===== config.mk =====
export PLATFORM = sky130hd
export DESIGN_NAME = ysyx_210544_wb_stage
export DESIGN_NICKNAME = d
export VERILOG_FILES = /design/src/rtl/ysyx_210544_wb_stage_pkg.sv /design/src/rtl/ysyx_210544_wb_perf.sv /design/src/rtl/ysyx_210544_wb_stage.sv
export SDC_FILE = /design/constraint.sdc
export NUM_CORES = 1
export LEC_CHECK = 0
export ABC_AREA = 1
export BUFFER_PORTS_ARGS = -buffer_cell sky130_fd_sc_hd__buf_2
export CORE_AREA = 2 2 235 237
export DETAILED_ROUTE_END_ITERATION = 12
export DIE_AREA = 0 0 237 239
export PLACE_DENSITY_LB_ADDON = 0.08
export SKIP_CTS_REPAIR_TIMING = 1
export SYNTH_ARGS = -nofsm -noshare
export SYNTH_HDL_FRONTEND = slang
export SYNTH_SLANG_ARGS = --single-unit

===== constraint.sdc =====
create_clock -name clk -period 2.72 [get_ports clk]
set_clock_uncertainty 0.1 [all_clocks]
set_input_delay 0.816 -clock clk [delete_from_list [all_inputs] [get_ports clk]]
set_output_delay 0.816 -clock clk [all_outputs]
set_load 0.005 [all_outputs]

===== src/rtl/ysyx_210544_wb_stage_pkg.sv =====
// Shared widths and writeback FSM encodings for the ysyx_210544 writeback stage.
// Optional feature macro used by importers: YSYX_210544_WB_PERF_EN.
package ysyx_210544_wb_stage_pkg;
  localparam int BUS_64 = 64;
  localparam int BUS_32 = 32;

  localparam logic [0:0] WB_EMPTY = 1'b0;
  localparam logic [0:0] WB_HOLD  = 1'b1;
endpackage


===== src/rtl/ysyx_210544_wb_perf.sv =====
// Retired-instruction and cycle counters for the writeback stage.
// Instantiated only when YSYX_210544_WB_PERF_EN is defined.
module ysyx_210544_wb_perf
  import ysyx_210544_wb_stage_pkg::*;
(
  input  logic              clk,
  input  logic              rst,
  input  logic              i_cmt_fire,
  output logic [BUS_64-1:0] o_instret,
  output logic [BUS_64-1:0] o_cycle
);

  logic [BUS_64-1:0] r_instret;
  logic [BUS_64-1:0] r_cycle;

  always_ff @(posedge clk) begin
    if (rst) begin
      r_instret <= '0;
      r_cycle   <= '0;
    end else begin
      r_cycle <= r_cycle + 64'd1;
      if (i_cmt_fire) r_instret <= r_instret + 64'd1;
    end
  end

  assign o_instret = r_instret;
  assign o_cycle   = r_cycle;

endmodule


===== src/rtl/ysyx_210544_wb_stage.sv =====
// Writeback stage: one-entry skid holding the retiring instruction, pulsing the
// regfile write once per entry. Perf counters gated by YSYX_210544_WB_PERF_EN.
module ysyx_210544_wb_stage
  import ysyx_210544_wb_stage_pkg::*;
(
  input  logic              clk,
  input  logic              rst,
  input  logic              i_wb_memoryed_req,
  output logic              o_wb_memoryed_ack,
  input  logic [4:0]        i_wb_rd,
  input  logic              i_wb_rd_wen,
  input  logic [BUS_64-1:0] i_wb_rd_wdata,
  input  logic [BUS_64-1:0] i_wb_pc,
  input  logic [BUS_32-1:0] i_wb_inst,
  input  logic              i_wb_nocmt,
  input  logic              i_wb_skipcmt,
  input  logic [BUS_32-1:0] i_wb_intrNo,
  output logic [4:0]        o_wb_rd,
  output logic              o_wb_rd_wen,
  output logic [BUS_64-1:0] o_wb_rd_wdata,
  output logic              o_wb_writebacked_req,
  input  logic              i_wb_writebacked_ack,
  output logic [4:0]        o_wb_cmt_rd,
  output logic              o_wb_cmt_rd_wen,
  output logic [BUS_64-1:0] o_wb_cmt_rd_wdata,
  output logic [BUS_64-1:0] o_wb_cmt_pc,
  output logic [BUS_32-1:0] o_wb_cmt_inst,
  output logic              o_wb_cmt_nocmt,
  output logic              o_wb_cmt_skipcmt,
  output logic [BUS_32-1:0] o_wb_cmt_intrNo,
  output logic [BUS_64-1:0] o_wb_perf_instret,
  output logic [BUS_64-1:0] o_wb_perf_cycle
);

  logic [0:0]        r_state;
  logic              r_first;
  logic [4:0]        r_rd;
  logic              r_rd_wen;
  logic [BUS_64-1:0] r_rd_wdata;
  logic [BUS_64-1:0] r_pc;
  logic [BUS_32-1:0] r_inst;
  logic              r_nocmt;
  logic              r_skipcmt;
  logic [BUS_32-1:0] r_intrNo;

  logic w_hold;
  logic w_drain;
  logic w_mack;
  logic w_capture;

  assign w_hold    = (r_state == WB_HOLD);
  assign w_drain   = w_hold & i_wb_writebacked_ack;
  // Accept when empty or when the held entry leaves this same cycle.
  assign w_mack    = ~rst & (~w_hold | w_drain);
  assign w_capture = i_wb_memoryed_req & w_mack;

  always_ff @(posedge clk) begin
    if (rst) begin
      r_state    <= WB_EMPTY;
      r_first    <= 1'b0;
      r_rd       <= '0;
      r_rd_wen   <= 1'b0;
      r_rd_wdata <= '0;
      r_pc       <= '0;
      r_inst     <= '0;
      r_nocmt    <= 1'b0;
      r_skipcmt  <= 1'b0;
      r_intrNo   <= '0;
    end else if (w_capture) begin
      r_state    <= WB_HOLD;
      r_first    <= 1'b1;
      r_rd       <= i_wb_rd;
      r_rd_wen   <= i_wb_rd_wen;
      r_rd_wdata <= i_wb_rd_wdata;
      r_pc       <= i_wb_pc;
      r_inst     <= i_wb_inst;
      r_nocmt    <= i_wb_nocmt;
      r_skipcmt  <= i_wb_skipcmt;
      r_intrNo   <= i_wb_intrNo;
    end else begin
      r_first <= 1'b0;
      if (w_drain) r_state <= WB_EMPTY;
    end
  end

  assign o_wb_memoryed_ack    = w_mack;
  assign o_wb_writebacked_req = ~rst & w_hold;

  // Regfile write fires only on the entry's first cycle, and never for x0.
  assign o_wb_rd_wen   = ~rst & r_first & r_rd_wen & (r_rd != 5'd0);
  assign o_wb_rd       = rst ? 5'd0 : r_rd;
  assign o_wb_rd_wdata = rst ? '0 : r_rd_wdata;

  assign o_wb_cmt_rd       = rst ? 5'd0 : r_rd;
  assign o_wb_cmt_rd_wen   = ~rst & r_rd_wen;
  assign o_wb_cmt_rd_wdata = rst ? '0 : r_rd_wdata;
  assign o_wb_cmt_pc       = rst ? '0 : r_pc;
  assign o_wb_cmt_inst     = rst ? '0 : r_inst;
  assign o_wb_cmt_nocmt    = ~rst & r_nocmt;
  assign o_wb_cmt_skipcmt  = ~rst & r_skipcmt;
  assign o_wb_cmt_intrNo   = rst ? '0 : r_intrNo;

`ifdef YSYX_210544_WB_PERF_EN
  logic              w_cmt_fire;
  logic [BUS_64-1:0] w_instret;
  logic [BUS_64-1:0] w_cycle;

  assign w_cmt_fire = ~rst & w_drain & ~r_nocmt;

  ysyx_210544_wb_perf u_perf (
    .clk        (clk),
    .rst        (rst),
    .i_cmt_fire (w_cmt_fire),
    .o_instret  (w_instret),
    .o_cycle    (w_cycle)
  );

  assign o_wb_perf_instret = rst ? '0 : w_instret;
  assign o_wb_perf_cycle   = rst ? '0 : w_cycle;
`else
  assign o_wb_perf_instret = '0;
  assign o_wb_perf_cycle   = '0;
`endif

endmodule


==> results of run 1 <==
==> power groups by stage <==
stage	clock network, mW	registers (mW)	logic [mW]
3_5_place_dp	0	3.30	1.21
3_3_place_gp	0	3.30	1.21
6_report	3.40	3.24	1.18
4_1_cts	3.59	3.24	1.21
5_1_grt	3.68	3.26	1.35
2_1_floorplan	0	3.29	0.862
==> sequential cells by signal, indices dropped and copies added, names as in the netlist <==
signal,flops
r_rd_wdata,64
r_inst,32
r_intrNo,32
r_nocmt,1
r_state,1
r_first,1
r_rd,5
r_pc,64
r_rd_wen,1
r_skipcmt,1
==> cells by family after synthesis <==
logic type             after synthesis
AND/OR/NAND/NOR                    812
buffers and inverters              514
flip-flops                         202
other                                1
==> layer usage <==
metal,share of wire (%),up-vias,global-route usage [%]
met4,1.7,16,2.38
met3,8.2,48,4.70
li1,-,5124,-
met5,0.25,-,0
met1,44,4527,16.7
met2,46,333,21.6
==> placed cells by master (no fill, tap or decap), drive strengths merged <==
cell,netlist,routed
buf,304,511
inv,206,206
clkbuf,4,41
nor2,207,207
diode,0,4
conb,1,128
clkinv,0,1
nand2,403,403
dfxtp,202,202
nand4,200,200
nand3,2,2
==> area by class of cell <==
| class | instances | area (sq um) |
|---|---|---|
| inverter | 206 | 778 |
| timing repair buffer | 511 | 2870 |
| multi-input combinational | 940 | 4050 |
| sequential | 202 | 4040 |
| tap | 704 | 881 |
| clock inverter | 1 | 5.00 |
| clock buffer | 41 | 818 |
| antenna | 4 | 10.0 |
| fill | 6239 | 40900 |
==> worst max-delay path, delay by kind of cell <==
kind / cells / cell delay [ps]
buffers and inverters: 4 / 630
AND/OR/NAND/NOR: 1 / 250
==> final timing paths <==
path | end | cells past startpoint | from | slack [ps]
worst max-delay path | o_wb_rd_wdata[35] | 5 | rst | 90
worst min-delay path | r_rd_wdata[43] | 3 | i_wb_rd_wdata[43] | 400
worst max register to register | r_pc[25] | 7 | r_state | 1080
worst min register to register | r_pc[38] | 4 | r_pc[38] | 410
==> metrics by stage <==
stage / hold slack (ps) / instance area [sq um]
6_report: 401 / 13500
3_5_place_dp: 398 / 12600
5_1_grt: 384 / 13500
2_1_floorplan: 400 / 11100
3_3_place_gp: 395 / 12600
4_1_cts: 355 / 13500
==> results.txt, run 1 <==
----------------------------------------------------
[Yosys]
  Sequential cell area fraction in the yosys report ... a little under two fifths
  Number of flops mapped to enable cells by yosys ... 0
  Ranking of synthesized cells by instance count ... sky130_fd_sc_hd__nand2_1 (403), sky130_fd_sc_hd__nor2_1 (207), sky130_fd_sc_hd__inv_1 (205)
  Post-synthesis async set-or-reset flop share ... 0%
  Synth top area cells ... sky130_fd_sc_hd__dfxtp_1 (38%), sky130_fd_sc_hd__buf_4 (14%), sky130_fd_sc_hd__nand2_1 (14%)
  Largest area contributor in the synthesized netlist ... sky130_fd_sc_hd__dfxtp_1
  Netlist area before placement ... 10,600 sq um
  Yosys reg bits ... roughly 200
  Mean instance size in the synthesized netlist ... ~6.9 sq um
  Share of the synthesized area in compound gates (AO/OA/AOI/OAI) ... 0%
  Area share of the largest cell type after synthesis ... 38.2%
  Ys flop type ... sky130_fd_sc_hd__dfxtp_1
  Largest family of logic cells by synthesized area ... simple AND/OR/NAND/NOR gates
  Multiplexer fraction of the synthesized cell area ... 0%
  Synthesized-area fraction occupied by and/or/nand/nor cells ... 33.6%
  Cell with the most instances after synthesis ... sky130_fd_sc_hd__nand2_1
  Synth Instances ... approximately 1,500
  Xor/xnor share of the synthesized area ... 0%
  Synth Warn # ... 0
  Fraction of the mapped netlist area in adder cells ... 0%
  Unique cell type count in the Yosys netlist ... 13

[GRT]
  GRT overflow ... 0
  Global-route wire length before repair ... slightly below 60,000 um
  Via count of the first global-routing pass ... just over 9,000
  GRT Overall Usage ... around an eighth
  Largest net degree at the start of global routing ... around 190
  Antenna violations before repair ... 11

[STA]
  Unrepaired setup endpoints after global routing ... false
  Fin worst setup slack ... 86.2 ps
  Tcrit/Tclk final ... a little over nine tenths
  Slew HR ... between 30% and 40%
  Aggregate negative setup slack ... 0 ps
  Fin. max-slew vios ... 0
  Final hold vios ... 0
  Transition at the pin with the smallest max-transition slack ... around 1000 ps
  Shortest period the worst path allows ... approximately 2600 ps
  Peak Freq ... 380 MHz
  Setup Viol. Count Final ... 0

[Power and ir drop]
  Max IR drop VDD ... between 0.3 and 0.4 mV
  Sequential group share of total power ... around two fifths
  Leakage dissipation ... around 7.5 nW
  Fraction of power spent switching nets ... 27.5%
  Internal power consumption ... roughly 5.7 mW
  Pwr/cell area ... 581 nW/um^2
  Sw power ... 2.15 mW
  Portion of total power attributed to the clock network ... 43.5%
  Total power consumption of the routed design ... about 7.8 mW
  Comb power frac ... roughly 15%

[Routing]
  Detailed-route wire length ... about 40,000 um
  Total DRC errors in the routed layout ... 0
  Iteration-0 DRC count of the detailed router ... 457
  Detailed Routing Iterations Pass 1 ... 5
  Vias ... between 10,000 and 15,000
  Antenna Violating Nets Remaining ... 0
  Routed wire length per instance ... between 15 and 20 um
  Via density ... between 3 and 4

[Floorplan]
  Starting utilization of the core area ... approximately a fifth
  Die extent in y ... about 240 um
  Core Footprint ... 54,300 sq um
  Cell Rows ... 86
  Number of primary I/O pins ... between 600 and 700
  Total die area ... about 57,000 sq um
  Horizontal die dimension ... between 200 and 250 um

[Setup path]
  Worst path arrival time ... roughly 1700 ps
  Critical Path Slowest Stage Cell ... sky130_fd_sc_hd__nor2_1
  Critical path's largest stage delay ... around 250 ps
  Maximum net fanout on the critical path ... 19
  Capturing element type of the critical path ... output pin
  Cells traversed along the worst timing path ... buf_6, buf_12, buf_4, nor2_1, buf_2
  Launching element type of the critical path ... primary input
  Worst endpoint required time ... 1800 ps
  Path type of the worst setup path ... primary input to output pin

[Final layout]
  Area added between synthesis and finish ... 27.0%
  Share of final-layout standard cells stronger than drive strength 1 ... a little under 30%
  Post-Layout Cell Count ... between 2,000 and 3,000
  Net count reported at finish ... between 2,000 and 2,500
  Finished Core Util ... 24.8%

[CTS]
  Number of buffers on the longest clock path ... 3
  Count of H-tree levels built during CTS ... 1
  Clock latency on the worst-skew pair ... roughly 540 ps
  CTS tree ... yes
  Post-CTS clock slew at the launch and capture registers of the worst setup and hold paths ... roughly 60 ps
  CTS Root Cell ... sky130_fd_sc_hd__clkbuf_16
  # clock sinks ... 202
  TritonCTS Buffers ... 27

[Min path]
  Hold WC Path Type ... primary input to flop

[Placed design]
  Placement-stage worst setup slack ... slightly below 100 ps
  Post-placement cell count ... around 2,600
  Input/output buffers ... roughly 480
  Half-perimeter wire length after detailed placement ... between 20,000 and 30,000 um
  Placer congestion estimate ... 0.732

[Run]
  Max capacitance violation total ... 0

[Status]
  Status ... finished, final reports clean

----------------------------------------------------
No activity file was read; power rests on OpenSTA's default activity.
==> inputs of run 2 (changes only) <==
--- a/config.mk
+++ b/config.mk
@@ -6,11 +6,13 @@
 export NUM_CORES = 1
 export LEC_CHECK = 0
 export ABC_AREA = 1
+export ABC_CLOCK_PERIOD_IN_PS = 2720
 export BUFFER_PORTS_ARGS = -buffer_cell sky130_fd_sc_hd__buf_2
 export CORE_AREA = 2 2 235 237
 export DETAILED_ROUTE_END_ITERATION = 12
 export DIE_AREA = 0 0 237 239
 export PLACE_DENSITY_LB_ADDON = 0.08
+export RECOVER_POWER = 50
 export SKIP_CTS_REPAIR_TIMING = 1
 export SYNTH_ARGS = -nofsm -noshare
 export SYNTH_HDL_FRONTEND = slang
==> run 2 against run 1 <==
Effect of this change:
- via count barely moved
- global-route usage did not move
- clock-buffer cell count did not move
- critical path depth did not move
- critical path type unchanged
- largest power group unchanged
==> results.txt, run 2 (synthesis gave the netlist of run 1 again) <==
----------------------------------------------------
[Status]
  Status ... finished, final reports clean

[GRT]
  Antenna violations before repair ... 11
  Largest net degree at the start of global routing ... 186
  GR met2 Demand/Resource ... a little over a fifth
  GRT overflow ... 0
  GRT Overall Usage ... between 10% and 20%
  Routing usage on met3 ... under 10%
  Via count of the first global-routing pass ... 9,348
  GRT Max-Usage Layer ... met2
  Global-route wire length before repair ... around 58,000 um
  Met1 track demand over resource ... approximately 17%

[Final layout]
  Area added between synthesis and finish ... 26.1%
  Share of final-layout standard cells stronger than drive strength 1 ... around 28%
  Net count reported at finish ... between 2,000 and 2,500
  Registers with the most flip-flops ... r_pc x64, r_rd_wdata x64
  Final std cell area, no fill ... 13,400 sq um
  Most frequent standard cell in the layout excluding fill and tap cells ... sky130_fd_sc_hd__buf_2
  Commonest cells after routing, fill and taps aside ... sky130_fd_sc_hd__buf_2 (442), sky130_fd_sc_hd__nand2_1 (403), sky130_fd_sc_hd__nor2_1 (207)

[Routing]
  Vias ... between 10,000 and 15,000
  Total DRC errors in the routed layout ... 0
  Antenna Violating Nets Remaining ... 0
  Routed wire length per instance ... about 15 um
  Iteration-0 DRC count of the detailed router ... ~420
  Via density ... 3.85
  Detailed-route wire length ... about 40,000 um
  Detailed Routing Iterations Pass 1 ... 5

[CTS]
  Number of buffers on the longest clock path ... 3
  Clock latency on the worst-skew pair ... about 540 ps
  CTS Root Cell ... sky130_fd_sc_hd__clkbuf_16
  # clock sinks ... 202
  Count of H-tree levels built during CTS ... 1
  TritonCTS Buffers ... 27
  Post-CTS clock slew at the launch and capture registers of the worst setup and hold paths ... approximately 60 ps
  CTS tree ... yes

[Placed design]
  Placer congestion estimate ... ~0.73
  Standard cell area after detailed placement ... approximately 13,000 sq um
  Input/output buffers ... around 480
  Half-perimeter wire length after detailed placement ... roughly 27,000 um

[Setup path]
  Family with the most delay on the worst path ... buffers and inverters
  Path type of the worst setup path ... primary input to output pin
  Capturing element type of the critical path ... output pin
  Worst path arrival time ... between 1500 and 2000 ps
  Critical Path Slowest Stage Cell ... sky130_fd_sc_hd__nor2_1
  Launching element type of the critical path ... primary input
  Cells traversed along the worst timing path ... buf_6, buf_12, buf_4, nor2_1, buf_2
  Maximum net fanout on the critical path ... 19
  Critical path's largest stage delay ... around 250 ps
  Worst endpoint required time ... 1800 ps
  Count of buffer and inverter cells on the critical path ... 4

[Floorplan]
  Core Footprint ... approximately 54,000 sq um
  Die extent in y ... 239 um
  Cell Rows ... 86
  Horizontal die dimension ... around 240 um
  Number of primary I/O pins ... 604
  Total die area ... ~57,000 sq um
  Starting utilization of the core area ... a little under 20%

[Min path]
  Hold WC Path Type ... primary input to flop

[Power and ir drop]
  Pwr/cell area ... between 500 and 600 nW/um^2
  Fraction of power spent switching nets ... between 20% and 30%
  Max IR drop VDD ... between 0.3 and 0.4 mV
  Comb power frac ... approximately 15%
  Internal power consumption ... 5.65 mW
  Portion of total power attributed to the clock network ... ~44%
  Leakage dissipation ... approximately 7.4 nW
  Sw power ... ~2.1 mW
  Sequential group share of total power ... roughly two fifths

[STA]
  Peak Freq ... roughly 380 MHz
  Final hold vios ... 0
  Tcrit/Tclk final ... between 90 and 100%
  Aggregate negative setup slack ... 0 ps
  Shortest period the worst path allows ... about 2600 ps
  Unrepaired setup endpoints after global routing ... false
  Slew HR ... 30.8%
  Setup Viol. Count Final ... 0
  Fin. max-slew vios ... 0
  Transition at the pin with the smallest max-transition slack ... slightly above 1000 ps

[Run]
  Max capacitance violation total ... 0

----------------------------------------------------
run 2: cell count changes in the layout (fill, tap and decap cells not counted), moves of 2 or more:
cell,before,now
sky130_fd_sc_hd__clkbuf_2,0,8
sky130_fd_sc_hd__clkbuf_4,0,2
sky130_fd_sc_hd__clkbuf_1,5,28
sky130_fd_sc_hd__buf_1,0,2
sky130_fd_sc_hd__buf_2,473,442
sky130_fd_sc_hd__buf_12,17,13
run 2: power groups by stage:
stage | Sequential (mW) | Clock, mW | Combinational, mW
3_5_place_dp | 3.30 | 0 | 1.21
4_1_cts | 3.24 | 3.59 | 1.21
6_report | 3.24 | 3.40 | 1.16
3_3_place_gp | 3.30 | 0 | 1.21
5_1_grt | 3.26 | 3.68 | 1.33
2_1_floorplan | 3.29 | 0 | 0.862
run 2: cell type report:
class                      count  area, sq um
clock buffer                  41          818
timing repair buffer         511         2790
sequential                   202         4040
multi-input combinational    940         4040
tap                          704          881
clock inverter                 1         5.00
inverter                     206          774
antenna                        4         10.0
fill                        6268        41000
run 2: path summary, 6_finish.rpt:
kind,start,end,slack (ps),cells after the start
setup reg to reg,r_state,r_pc[26],320,7
hold reg to reg,r_inst[12],r_inst[12],410,4
setup / recovery,rst,o_wb_rd_wdata[35],100,5
hold / removal,i_wb_rd_wdata[43],r_rd_wdata[43],400,3
run 2: layer usage:
metal,wire length (um),up-vias
li1,-,5124
met1,17600,4523
met2,18300,333
met3,3290,46
met4,630,16
met5,101,-
run 2: worst min-delay path: stages:
cell and delay, ps:
sky130_fd_sc_hd__buf_2 70, sky130_fd_sc_hd__nand4_1 70, sky130_fd_sc_hd__nand2_1 60
run 2: stage by stage:
stage / util, % / worst slack [ps] / std cells / total power [mW] / hold WS (ps)
4_1_cts: 24.8 / 90.4 / 2605 / 8.04 / 355
2_1_floorplan: - / 274 / 1656 / 4.15 / 400
5_1_grt: 24.6 / 32.0 / 2605 / 8.26 / 384
3_3_place_gp: 23.2 / 118 / 2563 / 4.51 / 395
3_5_place_dp: 23.2 / 96.1 / 2563 / 4.51 / 398
6_report: 24.6 / 101 / 2609 / 7.80 / 401
==> inputs of run 3 (changes only) <==
--- a/config.mk
+++ b/config.mk
@@ -9,6 +9,7 @@
 export ABC_CLOCK_PERIOD_IN_PS = 2720
 export BUFFER_PORTS_ARGS = -buffer_cell sky130_fd_sc_hd__buf_2
 export CORE_AREA = 2 2 235 237
+export CTS_BUF_LIST = sky130_fd_sc_hd__clkbuf_8
 export DETAILED_ROUTE_END_ITERATION = 12
 export DIE_AREA = 0 0 237 239
 export PLACE_DENSITY_LB_ADDON = 0.08
==> run 3 against run 2 <==
Effect of this change:
- cell count up 1.2%
- first-iteration DRC count increased by 0.95%
- routed wire length up 0.86%
- critical endpoint unchanged
==> results.txt, run 3 (synthesis gave the netlist of run 1 again) <==
----------------------------------------------------
[Min path]
  Sink of the worst hold path ... r_pc[23]
  Beginning of the worst hold path ... i_wb_pc[23]
  Count of cells along the worst hold path ... 3
  Hold WC Path Type ... primary input to flop

[Final layout]
  Area added between synthesis and finish ... 26.0%
  Final std cell area, no fill ... 13,400 sq um
  Most frequent standard cell in the layout excluding fill and tap cells ... sky130_fd_sc_hd__buf_2
  FF/Latch Area ... a little over 4000 sq um
  Finished Core Util ... between 20% and 30%
  Multi-input gate area in the final layout ... ~4000 sq um
  Share of final-layout standard cells stronger than drive strength 1 ... roughly 28%
  FILL cells ... between 6,000 and 7,000
  Commonest cells after routing, fill and taps aside ... sky130_fd_sc_hd__buf_2 (442), sky130_fd_sc_hd__nand2_1 (403), sky130_fd_sc_hd__inv_1 (221)
  Net count reported at finish ... 2,109
  Registers with the most flip-flops ... r_pc x64, r_rd_wdata x64

[Routing]
  Iteration-0 DRC count of the detailed router ... 423
  Total DRC errors in the routed layout ... 0
  Routed wire length per instance ... 15.2 um
  Antenna Violating Nets Remaining ... 0
  Detailed Routing Iterations Pass 1 ... 6
  Detailed-route wire length ... 40,200 um
  Vias ... 10,184
  Via density ... around 3.9

[CTS]
  Count of H-tree levels built during CTS ... 2
  Number of buffers on the longest clock path ... 3
  # clock sinks ... 202
  Post-CTS clock slew at the launch and capture registers of the worst setup and hold paths ... ~60 ps
  CTS tree ... yes
  Clock latency on the worst-skew pair ... around 570 ps
  CTS Root Cell ... sky130_fd_sc_hd__clkbuf_8
  TritonCTS Buffers ... 44

[Floorplan]
  Horizontal die dimension ... approximately 240 um
  Core Footprint ... around 54,000 sq um
  Cell Rows ... 86
  Die extent in y ... between 200 and 250 um
  Total die area ... roughly 57,000 sq um
  Starting utilization of the core area ... about a fifth
  Number of primary I/O pins ... between 600 and 700

[Power and ir drop]
  Fraction of power spent switching nets ... between 20% and 30%
  Portion of total power attributed to the clock network ... 41.8%
  Sequential group share of total power ... 42.8%
  Leakage dissipation ... ~7.5 nW
  Sw power ... ~2.2 mW
  Internal power consumption ... 5.36 mW
  Pwr/cell area ... 567 nW/um^2
  Max IR drop VDD ... between 0.2 and 0.3 mV
  Comb power frac ... roughly 15%

[STA]
  Aggregate negative setup slack ... 0 ps
  Unrepaired setup endpoints after global routing ... false
  Tcrit/Tclk final ... approximately 96%
  Final hold vios ... 0
  Setup Viol. Count Final ... 0
  Slew HR ... about 30%
  Fin worst setup slack ... slightly below 100 ps
  Peak Freq ... between 300 and 400 MHz
  Fin. max-slew vios ... 0
  Transition at the pin with the smallest max-transition slack ... roughly 1100 ps
  WHS ... about 370 ps
  Shortest period the worst path allows ... about 2600 ps

[GRT]
  GRT overflow ... 0
  Antenna violations before repair ... 12
  Global-route wire length before repair ... about 59,000 um
  Via count of the first global-routing pass ... ~9,500
  GRT Overall Usage ... between 10% and 20%
  Largest net degree at the start of global routing ... about 190

[Placed design]
  Half-perimeter wire length after detailed placement ... 26,600 um
  Input/output buffers ... ~480
  Standard cell area after detailed placement ... between 10,000 and 15,000 sq um
  Placer congestion estimate ... 0.732
  Placement-stage worst setup slack ... roughly 96 ps

[Setup path]
  Cells traversed along the worst timing path ... buf_6, buf_12, buf_4, nor2_1, buf_2
  Capturing element type of the critical path ... output pin
  Worst-case register-to-register setup slack ... roughly 270 ps
  Endpoint of the worst-slack reg-to-reg timing path ... r_pc[6]
  Worst endpoint required time ... 1800 ps
  Launching instance or port of the critical path ... rst
  Path type of the worst setup path ... primary input to output pin
  Worst reg2reg path startpoint ... r_state
  Critical Path Slowest Stage Cell ... sky130_fd_sc_hd__nor2_1
  Critical path's largest stage delay ... roughly 250 ps
  Number of cells traversed by the worst register-to-register path ... 7
  Launching element type of the critical path ... primary input
  Maximum net fanout on the critical path ... 19
  Worst path arrival time ... between 1500 and 2000 ps

[Status]
  Status ... finished, final reports clean

[Run]
  Max capacitance violation total ... 0

----------------------------------------------------
[run 3: cell types whose count changed in the layout (fill, tap and decap cells not counted), sizes merged]
cell	change
diode	+1
clkbuf	+13
buf	-1
clkinv	+2
inv	+16
[run 3: critical path, delay by kind of cell]
| kind | cells | cell delay [ps] |
|---|---|---|
| buffers and inverters | 4 | 620 |
| AND/OR/NAND/NOR | 1 | 250 |
[run 3: power groups by stage]
stage	Combinational [mW]	Clock [mW]	Sequential, mW
floorplan	0.862	0	3.29
global placement	1.21	0	3.30
detailed placement	1.21	0	3.30
CTS	1.21	3.38	3.24
global route	1.33	3.50	3.26
finish	1.16	3.17	3.24
[run 3: worst max-delay path by stage]
stage | to | slack (ps) | depth (start not counted)
after global routing | r_pc[46] | 30 | 7
after CTS | o_wb_rd_wdata[35] | 90 | 5
after detailed placement | o_wb_rd_wdata[25] | 100 | 4
after global placement | o_wb_rd_wdata[36] | 120 | 5
final | o_wb_rd_wdata[35] | 100 | 5
after floorplan | o_wb_rd_wdata[20] | 270 | 5
[run 3: stage by stage]
step,cells,power [mW]
2_1_floorplan,1656,4.15
3_3_place_gp,2563,4.51
3_5_place_dp,2563,4.51
4_1_cts,2635,7.82
5_1_grt,2635,8.09
6_report,2640,7.57
[run 3: area by class of cell]
type | instances | area share (%)
sequential | 202 | 30.3
multi-input combinational | 940 | 30.3
timing repair buffer | 511 | 20.9
tap | 704 | 6.60
inverter | 206 | 5.80
clock buffer | 53 | 5.46
clock inverter | 19 | 0.562
antenna | 5 | 0.0937
[run 3: metal layers]
metal	global-route usage (%)	wire, um
met5	0	122
met3	5.25	3570
met1	16.7	17400
met2	21.6	18400
met4	3.72	713
